==> src/rtl/counter_u_d_dir_decoder.sv <==
// counter_u_d_dir_decoder
//
// This block watches the 2-bit up/down counter and works out which command moved
// it. It samples `count` on every rising clock edge. It compares each sample with
// the previous one and reports the result:
//   - up, down or hold, in the same `enable` encoding the counter uses;
//   - an illegal two-step jump, flagged as a fault;
//   - a signed, wrapping position built from the legal steps.
//
// Parameters
//   POS_W   width of the signed position accumulator (minimum 3)
//   ERR_W   width of the saturating illegal-jump counter
//
// Ports
//   clk      in   rising-edge clock
//   reset    in   synchronous active-high reset
//   count    in   observed counter value
//   clear    in   synchronous soft clear, same effect as reset
//   dir      out  decoded command: 01 up, 10 down, 00 hold, 11 illegal jump
//   step     out  one-cycle pulse per legal +/-1 transition
//   pos      out  two's-complement position accumulator
//   err      out  sticky illegal-jump flag
//   err_cnt  out  illegal-jump count, saturating at all-ones
//
// Every output is registered. No combinational path runs from `count` to any
// output.

module counter_u_d_dir_decoder #(
  parameter int unsigned POS_W = 8,
  parameter int unsigned ERR_W = 4
) (
  input  logic             clk,
  input  logic             reset,
  input  logic [1:0]       count,
  input  logic             clear,
  output logic [1:0]       dir,
  output logic             step,
  output logic [POS_W-1:0] pos,
  output logic             err,
  output logic [ERR_W-1:0] err_cnt
);

  localparam logic [1:0] DirHold = 2'b00;
  localparam logic [1:0] DirUp   = 2'b01;
  localparam logic [1:0] DirDown = 2'b10;
  localparam logic [1:0] DirJump = 2'b11;

  typedef enum logic [1:0] {
    StInit,
    StTrack,
    StFault
  } state_e;

  state_e state_q, state_d;

  logic [1:0]       prev_q, prev_d;
  logic [1:0]       dir_q, dir_d;
  logic             step_q, step_d;
  logic [POS_W-1:0] pos_q, pos_d;
  logic             err_q, err_d;
  logic [ERR_W-1:0] err_cnt_q, err_cnt_d;

  // Modulo-4 distance between samples: 1 = up, 3 = down, 2 = illegal jump.
  logic [1:0] delta;
  assign delta = count - prev_q;

  // clear has exactly the same effect as reset on every register.
  logic flush;
  assign flush = reset | clear;

  // State register
  always_ff @(posedge clk) begin
    if (flush) begin
      state_q <= StInit;
    end else begin
      state_q <= state_d;
    end
  end

  // Next-state logic
  always_comb begin
    state_d = state_q;
    unique case (state_q)
      StInit:  state_d = StTrack;
      StTrack: if (delta == 2'd2) state_d = StFault;
      StFault: state_d = StFault;  // only flush leaves FAULT
      default: state_d = StInit;
    endcase
  end

  // Datapath next-state / registered-output logic
  always_comb begin
    prev_d    = count;
    dir_d     = DirHold;
    step_d    = 1'b0;
    pos_d     = pos_q;
    err_d     = err_q;
    err_cnt_d = err_cnt_q;

    unique case (state_q)
      StInit: begin
        // First sample only seeds prev; there is nothing to compare against yet.
      end
      StTrack, StFault: begin
        unique case (delta)
          2'd0: begin
            dir_d = DirHold;
          end
          2'd1: begin
            dir_d  = DirUp;
            step_d = 1'b1;
            if (state_q == StTrack) pos_d = pos_q + POS_W'(1);
          end
          2'd3: begin
            dir_d  = DirDown;
            step_d = 1'b1;
            if (state_q == StTrack) pos_d = pos_q - POS_W'(1);
          end
          2'd2: begin
            dir_d = DirJump;
            err_d = 1'b1;
            if (err_cnt_q != {ERR_W{1'b1}}) err_cnt_d = err_cnt_q + ERR_W'(1);
          end
          default: begin
            // X/Z on count: the delta is unknown, so propagate that to dir.
            dir_d  = 2'bxx;
            step_d = 1'bx;
          end
        endcase
      end
      default: begin
        dir_d = DirHold;
      end
    endcase
  end

  always_ff @(posedge clk) begin
    if (flush) begin
      prev_q    <= 2'b00;
      dir_q     <= DirHold;
      step_q    <= 1'b0;
      pos_q     <= '0;
      err_q     <= 1'b0;
      err_cnt_q <= '0;
    end else begin
      prev_q    <= prev_d;
      dir_q     <= dir_d;
      step_q    <= step_d;
      pos_q     <= pos_d;
      err_q     <= err_d;
      err_cnt_q <= err_cnt_d;
    end
  end

  assign dir     = dir_q;
  assign step    = step_q;
  assign pos     = pos_q;
  assign err     = err_q;
  assign err_cnt = err_cnt_q;

endmodule

==> config.mk <==
export PLATFORM = sky130hd
export DESIGN_NAME = counter_u_d_dir_decoder
export DESIGN_NICKNAME = d
export VERILOG_FILES = /design/src/rtl/counter_u_d_dir_decoder.sv
export SDC_FILE = /design/constraint.sdc
export NUM_CORES = 1
export LEC_CHECK = 0
export ABC_AREA = 1
export CAP_MARGIN = 20
export CORE_MARGIN = 3
export CORE_UTILIZATION = 52
export CTS_BUF_LIST = sky130_fd_sc_hd__clkbuf_8 sky130_fd_sc_hd__clkbuf_16
export DETAILED_ROUTE_END_ITERATION = 7
export GPL_ROUTABILITY_DRIVEN = 0
export MAX_ROUTING_LAYER = met4
export PLACE_DENSITY = 0.79
export SYNTH_ARGS = -nofsm -noshare
export SYNTH_HDL_FRONTEND = slang
export SYNTH_SLANG_ARGS = --single-unit
==> constraint.sdc <==
create_clock -name clk -period 2.8 [get_ports clk]
set_input_delay 0.42 -clock clk [delete_from_list [all_inputs] [get_ports clk]]
set_output_delay 0.42 -clock clk [all_outputs]
set_load 0.01 [all_outputs]
==> results of run 1 <==
-- worst reg2reg max path, delay by kind of cell (launching register included) --
kind | cells | cell delay, ps
buf+inv | 5 | 320
xor+xnor | 2 | 420
flops | 1 | 310
compound gates | 1 | 180
fa+ha+maj | 2 | 420
simple gates | 7 | 490
-- how the worst max path moves through the flow --
stage                         to      from  slack (ps)
final                     pos[6]  count[0]         240
after CTS                 pos[6]  count[0]         200
after global placement    pos[6]  count[0]          80
after global routing      pos[6]  count[0]          10
after floorplan           pos[6]  count[0]         500
after detailed placement  pos[6]  count[0]         -70
-- state kept, by name, indices dropped and copies added, names as in the netlist --
name and cells:
state_q 2, err_cnt 4, dir 2, step 1
prev_q 2, pos 8, err 1
-- per-stage QoR --
| step | power (µW) | setup TNS [ps] | cells |
|---|---|---|---|
| global placement | 413 | 0 | 235 |
| detailed placement | 417 | -134 | 235 |
| finish | 632 | 0 | 239 |
| global route | 663 | 0 | 239 |
| CTS | 637 | 0 | 239 |
| floorplan | 382 | 0 | 185 |
-- power groups by stage --
stage          combinational (µW)  sequential [µW]  clock [µW]
2_1_floorplan                79.3              303           0
3_3_place_gp                  112              301           0
3_5_place_dp                  116              302           0
4_1_cts                       117              295         225
5_1_grt                       134              296         234
6_report                      119              295         218
-- layout make-up --
type                       instances  area, µm²  share of cell area, %
tap                               27       33.8                   2.21
sequential                        20        400                   26.2
multi-input combinational        125        663                   43.4
clock buffer                       4       55.1                   3.60
inverter                          39        146                   9.57
timing repair buffer              24        230                   15.1
-- cell usage in the layout (no fill, tap or decap), types with 2 or more instances in the layout --
cell,Yosys,routed
buf_4,0,4
inv_1,36,36
nor2_1,19,19
dfxtp_1,20,20
xor2_1,2,2
a21oi_1,13,12
nor2_2,4,4
o21ai_1,2,2
o21ai_0,8,8
clkdlybuf4s50_1,0,20
clkinv_1,2,2
nand3_1,15,15
or2_1,2,2
xnor2_1,3,3
ha_1,9,9
nand2_1,42,42
clkbuf_8,0,4
-- routing by layer --
layer | share of wire, % | routed length, µm | GRT usage (%) | vias up
li1 | - | - | - | 625
met1 | 45 | 1180 | 26.0 | 524
met5 | 0 | 0 | - | -
met4 | 1.9 | 51 | 8.30 | 0
met3 | 6.0 | 157 | 3.27 | 7
met2 | 47 | 1250 | 37.3 | 40
-- kinds of logic (layout without fill, tap and decap cells) --
group | after synthesis | in the layout | share of synthesized area [%]
fa+ha+maj | 9 | 9 | 9.25
xor+xnor | 5 | 5 | 3.60
buf+inv | 40 | 67 | 12.9
compound gates | 25 | 25 | 10.9
simple gates | 86 | 86 | 30.4
flops | 20 | 20 | 32.9
-- what timing repair did --
| item | in CTS | in global routing |
|---|---|---|
| hold buffers | 0 | 0 |
| gates resized for setup | 0 | 1 |
| hold endpoints to repair | 0 | 0 |
| setup endpoints to repair | 0 | 2 |
==> metrics, run 1 <==
status complete, no violations; fin. max-slew vios 0; Place WS -71.9 ps; cell area after layout 1530 µm²; vias in the first global route approximately 1100; #FFs+latches synth 20; worst vdd ir 0.000371 V; most common flop cell mapped by yosys dfxtp_1; RR Startpoint prev_q[1]; gr ovfl total 0; Crit path depth 19; clock-pin slew on the worst setup and hold paths 70 ps; CP Launch Type primary input; Slew @ Worst Pin approximately 360 ps; routed length per instance 11.0 µm; layout cells sized above 1 under 10%; clk_skew slightly above 2 ps; buffer count from post-CTS setup fixing 0; Worst path slowest cell clkdlybuf4s50_1; leakage power total roughly 0.00076 µW; top cells by area, synth dfxtp_1 33%, nand2_1 13%, inv_1 11%; clock power share 34.5%; 1st-pass router iterations 4; Max Clock Freq 391 MHz; required time of the critical path between 2000 and 3000 ps; Final Hold Fails 0; asr flop ratio synth 0%; Rows 16; gr usage total a little over a fifth; Chip Height about 54 µm; RR Endpoint pos[6]; Clk Latency, worst-skew pair about 260 ps; Int Pwr 464 µW; final setup margin roughly 240 ps; # IOs 21; Register-to-Register Path Depth 17; CP max FO 3; Ys Warns 0; top cell type by total area after synthesis dfxtp_1; Post-Syn Area roughly 1200 µm²; Util after Layout ~73%; core area about 2100 µm²; Rel. slew slack 75.7%; post-synth top area share 32.9%; die footprint between 2000 and 3000 µm²; Synth Area per Inst about 6.6 µm²; R2R setup slack a little under 600 ps; CP top delay family buffers and inverters; # setup viols final 0; Mapped Cells ~190; CTS sink count 20; kind of critical path primary input to flop; max-cap violation count 0; global-route wire length before repair 4540 µm; Min-Delay Path Depth 2; DR iter-0 viols 26; Die W 54.4 µm; pin count of the biggest net entering global routing 12; post-synthesis cell type count 22; register share of total power between 40% and 50%; post-route ant nets 0; crit-path cells clkdlybuf4s50_1 > inv_1 > ha_1 > xor2_1 > inv_1 > ha_1 > inv_2 > nand2_1 > nand2_1 > inv_1 > ha_1 > a21oi_2 > inv_1 > nand3_1 > nand2_1 > nand2_1 > nand3_1 > nand2_1 > inv_1; fin crit share 91.4%; register area share after synthesis approximately 33%; TritonCTS clock tree yes; ant diodes 0; DR vias approximately 1200; DP Area between 1000 and 1500 µm²; nets between 200 and 250; clk root buf clkbuf_8; crit path capture type flop; hpwl dp just over 2000 µm; initial antenna violation count 0; hold_sp err; P_sw roughly 170 µW; Post-synth EDFFs 0; count leader, synth nand2_1; H-tree depth 1; switch share a little over a quarter; P&R area growth vs syn 25.6%; Power per Cell Area approximately 410 nW/µm²; Post-Syn Nets slightly below 200; Worst Hold Class flop to flop; Min Hold Slack ~480 ps; Buffers & Inverters on Critical Path 7; initial core utilization about three fifths; synth cell count leaders 42 x nand2_1, 36 x inv_1, 20 x dfxtp_1; Num CTS Buffers 3; Hold EP err; Clock Tree Buf Depth 2; crit path DAT ~2700 ps; number of port buffers 20; DRC Markers 0; final WL 2640 µm; Fillers about 160; via/cell ratio 5.00; minimum clock period 2560 ps; RSZ-0062 raised after global routing false; slowest stage delay, CP between 400 and 500 ps; Comb pwr share 18.8%
Power figures use the tool's default switching activity.
==> run 2, diff against run 1 <==
--- a/config.mk
+++ b/config.mk
@@ -7,6 +7,7 @@
 export LEC_CHECK = 0
 export ABC_AREA = 1
 export CAP_MARGIN = 20
+export CORE_ASPECT_RATIO = 0.8
 export CORE_MARGIN = 3
 export CORE_UTILIZATION = 52
 export CTS_BUF_LIST = sky130_fd_sc_hd__clkbuf_8 sky130_fd_sc_hd__clkbuf_16
==> run 2 against run 1 <==
  * Cell count down 0.42%
  * Register-to-register slack better by 70 ps
  * Via count up 0.42%
  * Total power down 4.9%
  * Combinational power about the same
  * Clock power down 15%
  * Sequential power about the same
  * Clock skew up 3.1 ps
  * Utilization down 3.9 points
  * Largest cell class unchanged
==> metrics, run 2 (synthesis gave the netlist of run 1 again) <==
status complete, no violations (unchanged); worst vdd ir 0.000341 V (was 0.000371 V); Post-Layout Cell Count 238 (was 239); most common cell after layout, fill and taps aside nand2_1 (unchanged); clock-pin slew on the worst setup and hold paths 70 ps (about the same); post-CTS sizing 0 (unchanged); minimum clock period 2520 ps (was 2560 ps); nets 229 (was 227); Num CTS Buffers 3 (unchanged); pin count of the biggest net entering global routing 11 (was 12); 1st-pass router iterations 4 (unchanged); DR vias 1201 (was 1196); # IOs 21 (unchanged); Clock Tree Buf Depth 2 (unchanged); initial core utilization 55.4% (was 58.5%); gr ovfl total 0 (unchanged); flip-flop count of the largest register after layout 8 (unchanged); vias in the first global route 1076 (was 1091); register share of total power 49.1% (was 46.7%); final WL 2710 µm (was 2640 µm); Final Hold Fails 0 (unchanged); H-tree depth 1 (unchanged); via/cell ratio 5.05 (was 5.00); core area 2200 µm² (was 2080 µm²); switch share 27.3% (was 26.6%); number of port buffers 20 (unchanged); DRC Markers 0 (unchanged); buffer count from post-CTS setup fixing 0 (unchanged); most frequent cells in the layout 42 x nand2_1, 36 x inv_1, 20 x dfxtp_1, 20 x clkdlybuf4s50_1, 19 x nor2_1 (unchanged); clock power share 31.0% (was 34.5%); CP top delay family buffers and inverters (unchanged); fin. max-slew vios 0 (unchanged); crit-path cells clkdlybuf4s50_1 > inv_1 > ha_1 > xor2_1 > inv_1 > ha_1 > inv_2 > nand2_1 > nand2_1 > inv_1 > ha_1 > a21oi_2 > inv_1 > nand3_1 > nand2_1 > nand2_1 > nand3_1 > nand2_1 > inv_1 (unchanged); Util after Layout 69.6% (was 73.4%); Setup TNS Final 0 ps (unchanged); Comb pwr share 19.9% (was 18.8%); Slew @ Worst Pin 364 ps (about the same); hpwl dp 2070 µm (was 2030 µm); DR iter-0 viols 72 (was 26); initial antenna violation count 0 (unchanged); post-route ant nets 0 (unchanged); leakage power total 0.000760 µW (was 0.000759 µW); Rel. slew slack 75.7% (about the same); die footprint 2960 µm² (about the same); P&R area growth vs syn 25.5% (was 25.6%); required time of the critical path 2960 ps (about the same); Worst path slowest cell clkdlybuf4s50_1 (unchanged); kind of critical path primary input to flop (unchanged); Clk Latency, worst-skew pair 260 ps (about the same); Int Pwr 437 µW (was 464 µW); Reg area 400 µm² (unchanged); Buffers & Inverters on Critical Path 7 (unchanged); Max Clock Freq 397 MHz (was 391 MHz); layout cells sized above 1 7.98% (was 7.55%); Fillers 189 (was 155); Die W 60.1 µm (was 54.4 µm); footprint of the multi-input gates 663 µm² (unchanged); Place WS -6.31 ps (was -71.9 ps); fin crit share 89.9% (was 91.4%); crit path DAT 2680 ps (was 2720 ps); # hold bufs at CTS 0 (unchanged); routed length per instance 11.4 µm (was 11.0 µm); slowest stage delay, CP 450 ps (about the same); Rows 15 (was 16); final setup margin 284 ps (was 240 ps); global-route wire length before repair 4640 µm (was 4540 µm); max-cap violation count 0 (unchanged); clk_skew 5.14 ps (was 2.05 ps); P_sw 164 µW (was 168 µW); ant diodes 0 (unchanged); # setup viols final 0 (unchanged); CP max FO 5 (was 3); CP Launch Type primary input (unchanged); Worst Hold Class flop to flop (unchanged); CTS sink count 20 (unchanged); gr usage total 20.7% (was 21.9%); Power per Cell Area 394 nW/µm² (was 413 nW/µm²); crit path capture type flop (unchanged); placed insts 235 (unchanged); Chip Height 49.3 µm (was 54.4 µm); TritonCTS clock tree yes (unchanged); RSZ-0062 raised after global routing false (unchanged); clk root buf clkbuf_8 (unchanged)
==> run 2: cell types whose count changed in the layout (fill, tap and decap cells not counted) <==
| cell | change |
|---|---|
| buf_4 | +2 |
| clkbuf_8 | -1 |
==> run 2: power by group through the flow <==
stage / combinational (µW) / clock, µW / sequential, µW
global route: 134 / 207 / 296
CTS: 119 / 192 / 295
floorplan: 79.3 / 0 / 303
finish: 120 / 186 / 295
detailed placement: 117 / 0 / 302
global placement: 114 / 0 / 301
==> run 2: layer usage <==
layer  up-vias  wire, µm  track usage (%)
met2        42      1200             32.0
met3         4       189             5.56
met4         0        27             2.58
met1       529      1300             27.6
met5         -         0                -
li1        626         -                -
==> run 2: path summary, 6_finish.rpt <==
kind	from	end	slack (ps)	cells after the start
worst min register to register	err	err	490	2
worst max register to register	prev_q[1]	pos[6]	650	17
worst min-delay path	err	err	490	2
worst max-delay path	count[0]	pos[6]	280	19
==> run 2: metrics by stage <==
stage	cell area (µm²)	total power, µW	hold slack (ps)
floorplan	1220	382	453
global placement	1480	415	458
detailed placement	1480	419	462
CTS	1520	607	482
global route	1530	637	520
finish	1530	601	488
==> run 2: cell type report <==
type                       count  share of cell area [%]
sequential                    20                    26.2
clock buffer                   3                    2.70
inverter                      39                    9.58
timing repair buffer          26                    16.1
tap                           25                    2.05
multi-input combinational    125                    43.4
==> run 2: worst min-delay path, stage by stage (launching register included) <==
cell and delay [ps]:
dfxtp_1 340, o21ai_0 80, inv_1 40
